## src/rtl/ppg_afe_pkg.sv

```systemverilog
`default_nettype none
// ============================================================================
//  Module   : ppg_afe_pkg
//  Brief    : Shared state encoding and ADC level helpers for the PPG AFE
//             calibrator.
//  Revision : 1.0  initial release
// ============================================================================
package ppg_afe_pkg;

    typedef enum logic [2:0] {
        S_IDLE        = 3'd0,
        S_DC_SEARCH   = 3'd1,
        S_GAIN_SEARCH = 3'd2,
        S_NEXT_CH     = 3'd3,
        S_RUN         = 3'd4
    } state_t;

    function automatic logic [31:0] adc_mid(input int w);
        return (32'd1 << (w - 1)) - 32'd1;
    endfunction

    function automatic logic [31:0] adc_full(input int w);
        return (32'd1 << w) - 32'd1;
    endfunction

    // A sample clips when it sits on either rail of the converter.
    function automatic logic is_clip(input logic [31:0] s, input int w);
        return (s == 32'd0) || (s == adc_full(w));
    endfunction

endpackage
`default_nettype wire

```

## src/rtl/afe_sar_search.sv

```systemverilog
`default_nettype none
// ============================================================================
//  Module   : afe_sar_search
//  Brief    : MSB-first successive-approximation search; code_nxt exposes the
//             next trial so the caller can register it without extra latency.
//  Revision : 1.0  initial release
// ============================================================================
module afe_sar_search #(
    parameter int DC_W = 7
) (
    input  logic            clk,
    input  logic            rst,
    input  logic            load,
    input  logic            strobe,
    input  logic            keep,
    output logic [DC_W-1:0] code_nxt,
    output logic            done
);

    localparam logic [DC_W-1:0] C_MSB = DC_W'(1) << (DC_W - 1);

    logic [DC_W-1:0] r_code;
    logic [DC_W-1:0] r_mask;
    logic [DC_W-1:0] w_mask_nxt;
    logic [DC_W-1:0] w_decided;

    always_comb begin
        code_nxt   = r_code;
        w_mask_nxt = r_mask;
        w_decided  = keep ? r_code : (r_code & ~r_mask);
        done       = strobe && r_mask[0];
        if (load) begin
            code_nxt   = C_MSB;
            w_mask_nxt = C_MSB;
        end else if (strobe) begin
            w_mask_nxt = r_mask >> 1;
            code_nxt   = w_decided | (r_mask >> 1);
        end
    end

    always_ff @(posedge clk) begin
        if (rst) begin
            r_code <= '0;
            r_mask <= '0;
        end else begin
            r_code <= code_nxt;
            r_mask <= w_mask_nxt;
        end
    end

endmodule
`default_nettype wire

```

## src/rtl/ppg_afe_calibrator.sv

```systemverilog
`default_nettype none
// ============================================================================
//  Module   : ppg_afe_calibrator
//  Brief    : Per-LED DC-comp SAR and PGA gain calibration, then round-robin
//             LED multiplexing with channel-tagged sample forwarding.
//  Revision : 1.0  initial release
// ============================================================================
module ppg_afe_calibrator
    import ppg_afe_pkg::*;
#(
    parameter int N_CH        = 2,
    parameter int ADC_W       = 8,
    parameter int DC_W        = 7,
    parameter int GAIN_W      = 4,
    parameter int GAIN_MAX    = 7,
    parameter int PGA_SAMPLES = 1000,
    parameter int DWELL       = 10,
    parameter int SETTLE      = 1
) (
    input  logic                                    clk,
    input  logic                                    rst,
    input  logic                                    start,
    input  logic [ADC_W-1:0]                        adc,
    input  logic                                    adc_valid,
    output logic [DC_W-1:0]                         dc_comp,
    output logic [GAIN_W-1:0]                       pga_gain,
    output logic [N_CH-1:0]                         led_en,
    output logic                                    busy,
    output logic                                    cal_done,
    output logic [N_CH-1:0]                         cal_error,
    output logic [ADC_W-1:0]                        sample_out,
    output logic [((N_CH > 1) ? $clog2(N_CH) : 1)-1:0] sample_ch,
    output logic                                    sample_valid
);

    localparam int CH_W  = (N_CH > 1) ? $clog2(N_CH) : 1;
    localparam int CNT_W = $clog2(SETTLE + PGA_SAMPLES + DWELL + 1);
    localparam logic [CNT_W-1:0]  C_SETTLE    = CNT_W'(SETTLE);
    localparam logic [CNT_W-1:0]  C_WIN_LAST  = CNT_W'(SETTLE + PGA_SAMPLES - 1);
    localparam logic [CNT_W-1:0]  C_SLOT_LAST = CNT_W'(DWELL - 1);
    localparam logic [CH_W-1:0]   C_CH_LAST   = CH_W'(N_CH - 1);

    state_t             r_state;
    logic [CH_W-1:0]    r_ch;
    logic [CNT_W-1:0]   r_cnt;
    logic               r_clip;
    logic [DC_W-1:0]    r_dc_mem   [N_CH];
    logic [GAIN_W-1:0]  r_gain_mem [N_CH];

    logic [31:0]        w_adc32;
    logic               w_above;
    logic               w_clip;
    logic               w_win_clip;
    logic               w_last_ch;
    logic [CH_W-1:0]    w_ch_wrap;
    logic               w_sar_load;
    logic               w_sar_strobe;
    logic               w_sar_done;
    logic [DC_W-1:0]    w_sar_next;

    assign w_adc32      = 32'(adc);
    assign w_above      = w_adc32 > adc_mid(ADC_W);
    assign w_clip       = is_clip(w_adc32, ADC_W);
    assign w_win_clip   = r_clip | w_clip;
    assign w_last_ch    = (r_ch == C_CH_LAST);
    assign w_ch_wrap    = w_last_ch ? '0 : r_ch + 1'b1;
    assign w_sar_load   = (start && (r_state == S_IDLE || r_state == S_RUN)) ||
                          (r_state == S_NEXT_CH && !w_last_ch);
    assign w_sar_strobe = (r_state == S_DC_SEARCH) && adc_valid && (r_cnt == C_SETTLE);

    afe_sar_search #(
        .DC_W (DC_W)
    ) u_sar (
        .clk      (clk),
        .rst      (rst),
        .load     (w_sar_load),
        .strobe   (w_sar_strobe),
        .keep     (w_above),
        .code_nxt (w_sar_next),
        .done     (w_sar_done)
    );

    always_ff @(posedge clk) begin
        if (rst) begin
            r_state      <= S_IDLE;
            r_ch         <= '0;
            r_cnt        <= '0;
            r_clip       <= 1'b0;
            dc_comp      <= '0;
            pga_gain     <= '0;
            led_en       <= '0;
            busy         <= 1'b0;
            cal_done     <= 1'b0;
            cal_error    <= '0;
            sample_out   <= '0;
            sample_ch    <= '0;
            sample_valid <= 1'b0;
            for (int i = 0; i < N_CH; i++) begin
                r_dc_mem[i]   <= '0;
                r_gain_mem[i] <= '0;
            end
        end else begin
            sample_valid <= 1'b0;
            case (r_state)
                S_IDLE: begin
                    if (start) begin
                        r_state <= S_DC_SEARCH;
                        r_ch    <= '0;
                        r_cnt   <= '0;
                        led_en  <= N_CH'(1);
                        busy    <= 1'b1;
                        dc_comp <= w_sar_next;
                    end
                end
                S_DC_SEARCH: begin
                    if (adc_valid) begin
                        if (r_cnt == C_SETTLE) begin
                            r_cnt   <= '0;
                            dc_comp <= w_sar_next;
                            if (w_sar_done) begin
                                r_dc_mem[r_ch] <= w_sar_next;
                                pga_gain       <= GAIN_W'(GAIN_MAX);
                                r_clip         <= 1'b0;
                                r_state        <= S_GAIN_SEARCH;
                            end
                        end else begin
                            r_cnt <= r_cnt + 1'b1;
                        end
                    end
                end
                S_GAIN_SEARCH: begin
                    if (adc_valid) begin
                        if (r_cnt == C_WIN_LAST) begin
                            r_cnt  <= '0;
                            r_clip <= 1'b0;
                            if (w_win_clip && pga_gain != '0) begin
                                pga_gain <= pga_gain - 1'b1;
                            end else begin
                                r_gain_mem[r_ch] <= pga_gain;
                                if (w_win_clip) cal_error[r_ch] <= 1'b1;
                                r_state <= S_NEXT_CH;
                            end
                        end else begin
                            r_cnt <= r_cnt + 1'b1;
                            // Samples still inside the settle blanking never count as clips.
                            if (r_cnt >= C_SETTLE && w_clip) r_clip <= 1'b1;
                        end
                    end
                end
                S_NEXT_CH: begin
                    r_cnt <= '0;
                    if (!w_last_ch) begin
                        r_ch    <= r_ch + 1'b1;
                        led_en  <= led_en << 1;
                        dc_comp <= w_sar_next;
                        r_state <= S_DC_SEARCH;
                    end else begin
                        r_ch     <= '0;
                        led_en   <= N_CH'(1);
                        dc_comp  <= r_dc_mem[0];
                        pga_gain <= r_gain_mem[0];
                        busy     <= 1'b0;
                        cal_done <= 1'b1;
                        r_state  <= S_RUN;
                    end
                end
                S_RUN: begin
                    if (start) begin
                        r_state   <= S_DC_SEARCH;
                        r_ch      <= '0;
                        r_cnt     <= '0;
                        led_en    <= N_CH'(1);
                        busy      <= 1'b1;
                        cal_done  <= 1'b0;
                        cal_error <= '0;
                        dc_comp   <= w_sar_next;
                    end else if (adc_valid) begin
                        if (r_cnt >= C_SETTLE) begin
                            sample_valid <= 1'b1;
                            sample_out   <= adc;
                            sample_ch    <= r_ch;
                        end
                        if (r_cnt == C_SLOT_LAST) begin
                            r_cnt    <= '0;
                            r_ch     <= w_ch_wrap;
                            led_en   <= N_CH'(1) << w_ch_wrap;
                            dc_comp  <= r_dc_mem[w_ch_wrap];
                            pga_gain <= r_gain_mem[w_ch_wrap];
                        end else begin
                            r_cnt <= r_cnt + 1'b1;
                        end
                    end
                end
                default: r_state <= S_IDLE;
            endcase
        end
    end

endmodule
`default_nettype wire

```

## config.mk

```make
export PLATFORM = sky130hd
export DESIGN_NAME = ppg_afe_calibrator
export DESIGN_NICKNAME = d
export VERILOG_FILES = /design/src/rtl/ppg_afe_pkg.sv /design/src/rtl/afe_sar_search.sv /design/src/rtl/ppg_afe_calibrator.sv
export SDC_FILE = /design/constraint.sdc
export NUM_CORES = 1
export LEC_CHECK = 0
export CAP_MARGIN = 20
export CORE_ASPECT_RATIO = 2
export CORE_MARGIN = 2
export CORE_UTILIZATION = 55
export CTS_BUF_LIST = sky130_fd_sc_hd__clkbuf_8 sky130_fd_sc_hd__clkbuf_16
export CTS_CLUSTER_SIZE = 14
export DETAILED_ROUTE_END_ITERATION = 8
export HOLD_SLACK_MARGIN = 0.08
export PLACE_DENSITY = 0.78
export REMOVE_ABC_BUFFERS = 1
export SYNTH_ARGS = -nofsm -noshare
export SYNTH_HDL_FRONTEND = slang
export SYNTH_SLANG_ARGS = --single-unit
```

## constraint.sdc

```tcl
create_clock -name clk -period 4.4 [get_ports clk]
set_clock_uncertainty 0.1 [all_clocks]
set_input_delay 0.88 -clock clk [delete_from_list [all_inputs] [get_ports clk]]
set_output_delay 0.88 -clock clk [all_outputs]
set_load 0.02 [all_outputs]
```

==> summary.txt <==
Worst setup path
  • Crit path from: adc_valid
  • Delay-heaviest family, CP: simple AND/OR/NAND/NOR gates
  • CP max FO: 9
  • CP endpoint: r_dc_mem[0][3]
  • CP Class: in2reg
  • Crit path DAT: 2.92 ns
  • Slowest cell on crit path: clkdlybuf4s50_1
  • R2r setup slk: 1.56 ns
  • WP data required: 4.27 ns
  • Reg2reg start: r_state[2]
  • Cell count of the worst reg-to-reg path: 5
  • Reg2reg end: sample_out[0]
  • Crit-path cells: clkdlybuf4s50_1 > and4bb_2 > and3_1 > and2_4 > nand2_4 > o21bai_1
  • Critical Path Stages: 6
  • CP bufs+invs: 1
  • Worst setup EP type: flop
  • CP startpoint kind: input pin
  • Max incr delay on CP: 0.60 ns

Die
  • IO Pins: 39
  • Starting Density: 0.572
  • Row Count: 42
  • Die Wd: 62.7 um
  • Die boundary height: 121 um
  • Core box area: 6620 um2
  • Die area: 7610 um2

Min path
  • Worst hold path type: reg2reg

Place
  • Port Buf Inserts: 38
  • Routability Congestion: 0.859
  • Final HPWL DP: 6660 um

Synthesis
  • Post-synth EDFFs: 22
  • Yosys cell types: 58
  • Syn Area/Cell: 9.07 um2
  • Sequential share of the synthesized area: 0.470
  • Post-Synthesis Cells: 418
  • YS warnings: 0
  • Async set-reset flop share out of synthesis: 0
  • Synthesized area: 3790 um2
  • Synth Flop Type: dfxtp_1
  • Flops & latches, synth: 78

GRT
  • Vias in the first global route: 3,164
  • Largest net degree at the start of global routing: 29
  • Grt ovf: 0
  • Initial antenna violation count: 0
  • Total track usage: 0.253
  • First-pass GRT wire length: 15,000 um

STA
  • Setup_tns: 0 ns
  • Max_slew headroom: 0.351
  • Tcrit/Tclk final: 0.693
  • RSZ-0062 raised after global routing: false
  • FMAX: 328 MHz
  • Max-slew violations: 0
  • Final Hold Viols: 0
  • Minimum clock period: 3.05 ns
  • Slew @ Worst Pin: 0.971 ns
  • Setup-failing EPs final: 0

Pwr
  • PD cells: 367 nW/um2
  • Worst vdd ir: 0.316 mV
  • Leakage power: 1.59 nW
  • Overall power: 1.65 mW

CTS
  • Clock Path Buffers: 2
  • Post-CTS sizing: 0
  • Htree depth: 3
  • Worst skew pair latency: 0.34 ns
  • TritonCTS clock tree: built
  • CTS sink cnt: 78
  • Post-CTS setup buffer count: 0
  • Clk root buf: clkbuf_16
  • CTS Buf Count: 9
  • Clk slew on worst S/H paths: 0.06 ns
  • Hold_buf cts: 0

Layout
  • Antenna diodes: 0
  • Share of cells above drive strength 1: 0.0730
  • Area Growth Syn to Fin: 18.6%
  • # nets final: 465
  • FILL cells: 562

Detailed routing
  • DRT Pass-1 Iters: 4
  • Remaining DRCs: 0
  • Via-to-Cell Ratio: 5.86
  • Starting DRT DRC Count: 198
  • Post-detailed-route count of antenna-violating nets: 0
  • Total wire length: 9030 um
  • Routed WL per cell: 16.7 um
  • Vias: 3,166

Run status
  • Status: finished clean

Job
  • MaxCap Viol Count: 0
-- worst reg2reg max path, delay by kind of cell, from the launching register on --
family           cells  cell delay [ns]
and+or+nand+nor      4             1.70
DFF                  1             0.63
muxes                1             0.29
-- synth_stat cells (4+ instances only) --
master | number | share of area
xnor2_1 | 5 | 0.012
clkbuf_1 | 15 | 0.015
dfxtp_1 | 56 | 0.30
mux2i_1 | 15 | 0.040
nor4_1 | 6 | 0.0099
buf_2 | 5 | 0.0066
inv_1 | 10 | 0.0099
o221a_2 | 4 | 0.012
and3_1 | 4 | 0.0066
and2_1 | 8 | 0.013
a221oi_1 | 6 | 0.014
nor2b_1 | 9 | 0.015
a21oi_1 | 21 | 0.028
nor2_1 | 68 | 0.067
or3_1 | 4 | 0.0066
nand2_1 | 45 | 0.045
a21o_1 | 6 | 0.012
nor3_1 | 11 | 0.015
nand2b_1 | 9 | 0.015
a22oi_1 | 5 | 0.0099
nand4_1 | 4 | 0.0066
ha_1 | 6 | 0.020
a31oi_1 | 4 | 0.0066
o21ai_0 | 8 | 0.011
a211oi_1 | 11 | 0.022
xor2_1 | 5 | 0.012
edfxtp_1 | 22 | 0.17
-- placed cells by master (no fill, tap or decap), drive strengths merged, types with 4 or more instances in the layout --
cell	count
a211oi	11
a21o	6
a21oi	22
a221oi	6
a22oi	5
a31oi	4
and2	9
and3	4
buf	4
clkbuf	9
clkdlybuf4s50	38
clkinv	5
dfxtp	56
edfxtp	22
ha	6
inv	11
mux2i	15
nand2	46
nand2b	9
nand4	4
nor2	68
nor2b	9
nor3	11
nor4	7
o21ai	8
o221a	4
or3	4
xnor2	5
xor2	5
-- worst min path at each step --
stage                          from               to  slack, ns  cells past startpoint
floorplan           u_sar.r_mask[2]  u_sar.r_mask[2]       0.35                      2
global placement         dc_comp[6]       dc_comp[6]       0.36                      2
detailed placement  u_sar.r_mask[2]  u_sar.r_mask[2]       0.37                      2
CTS                 u_sar.r_mask[2]  u_sar.r_mask[2]       0.38                      2
global route             dc_comp[6]       dc_comp[6]       0.40                      2
finish              u_sar.r_mask[2]  u_sar.r_mask[2]       0.38                      2
-- cell type report --
cell class | instances | area (um2) | share of cell area
clock buffer | 9 | 225 | 0.0501
clock inverter | 7 | 66.3 | 0.0148
inverter | 10 | 37.5 | 0.00835
multi-input combinational | 306 | 1860 | 0.414
sequential | 78 | 1780 | 0.397
tap | 88 | 110 | 0.0245
timing repair buffer | 42 | 410 | 0.0913
-- logic make-up (layout without fill, tap and decap cells) --
| group | Yosys count | after routing | share of synthesized area |
|---|---|---|---|
| AND/OR/NAND/NOR | 187 | 187 | 0.243 |
| buffers and inverters | 34 | 68 | 0.0386 |
| AO/OA/AOI/OAI | 86 | 86 | 0.160 |
| XOR/XNOR | 10 | 10 | 0.0231 |
| flip-flops | 78 | 78 | 0.470 |
| adder cells (fa/ha/maj) | 7 | 7 | 0.0224 |
| multiplexers | 16 | 16 | 0.0426 |
-- flip-flops by register name, summed over array words and instances (netlist names), 2 cells and up --
register and flops:
r_dc_mem 14, r_cnt 10, r_gain_mem 8, sample_out 8, dc_comp 7, u_sar.r_code 7
u_sar.r_mask 7, pga_gain 4, r_state 3, cal_error 2, led_en 2
-- per-stage QoR --
| step | setup slack, ns | util | area, um2 | std cells | hold slack [ns] |
|---|---|---|---|---|---|
| after detailed placement | 1.02 | 0.635 | 4200 | 524 | 0.374 |
| after floorplan | 1.86 | - | 3680 | 394 | 0.345 |
| after global routing | 1.17 | 0.679 | 4490 | 540 | 0.397 |
| after global placement | 1.08 | 0.635 | 4200 | 524 | 0.362 |
| final | 1.35 | 0.679 | 4490 | 540 | 0.375 |
| after CTS | 1.36 | 0.679 | 4490 | 540 | 0.381 |
-- layer usage --
metal,vias up,share of wire,track usage
met3,22,0.033,0.0510
li1,1555,-,-
met4,0,0.031,0.136
met2,83,0.57,0.481
met5,-,0,0
met1,1506,0.36,0.253
-- power by group --
part | leakage, nW | switching [mW] | internal (mW)
Sequential | 0.664 | 0.0196 | 0.761
Combinational | 0.776 | 0.0835 | 0.0640
Clock | 0.150 | 0.287 | 0.436
Total | 1.59 | 0.390 | 1.26
Note: power is estimated with default switching activity, not from simulation.
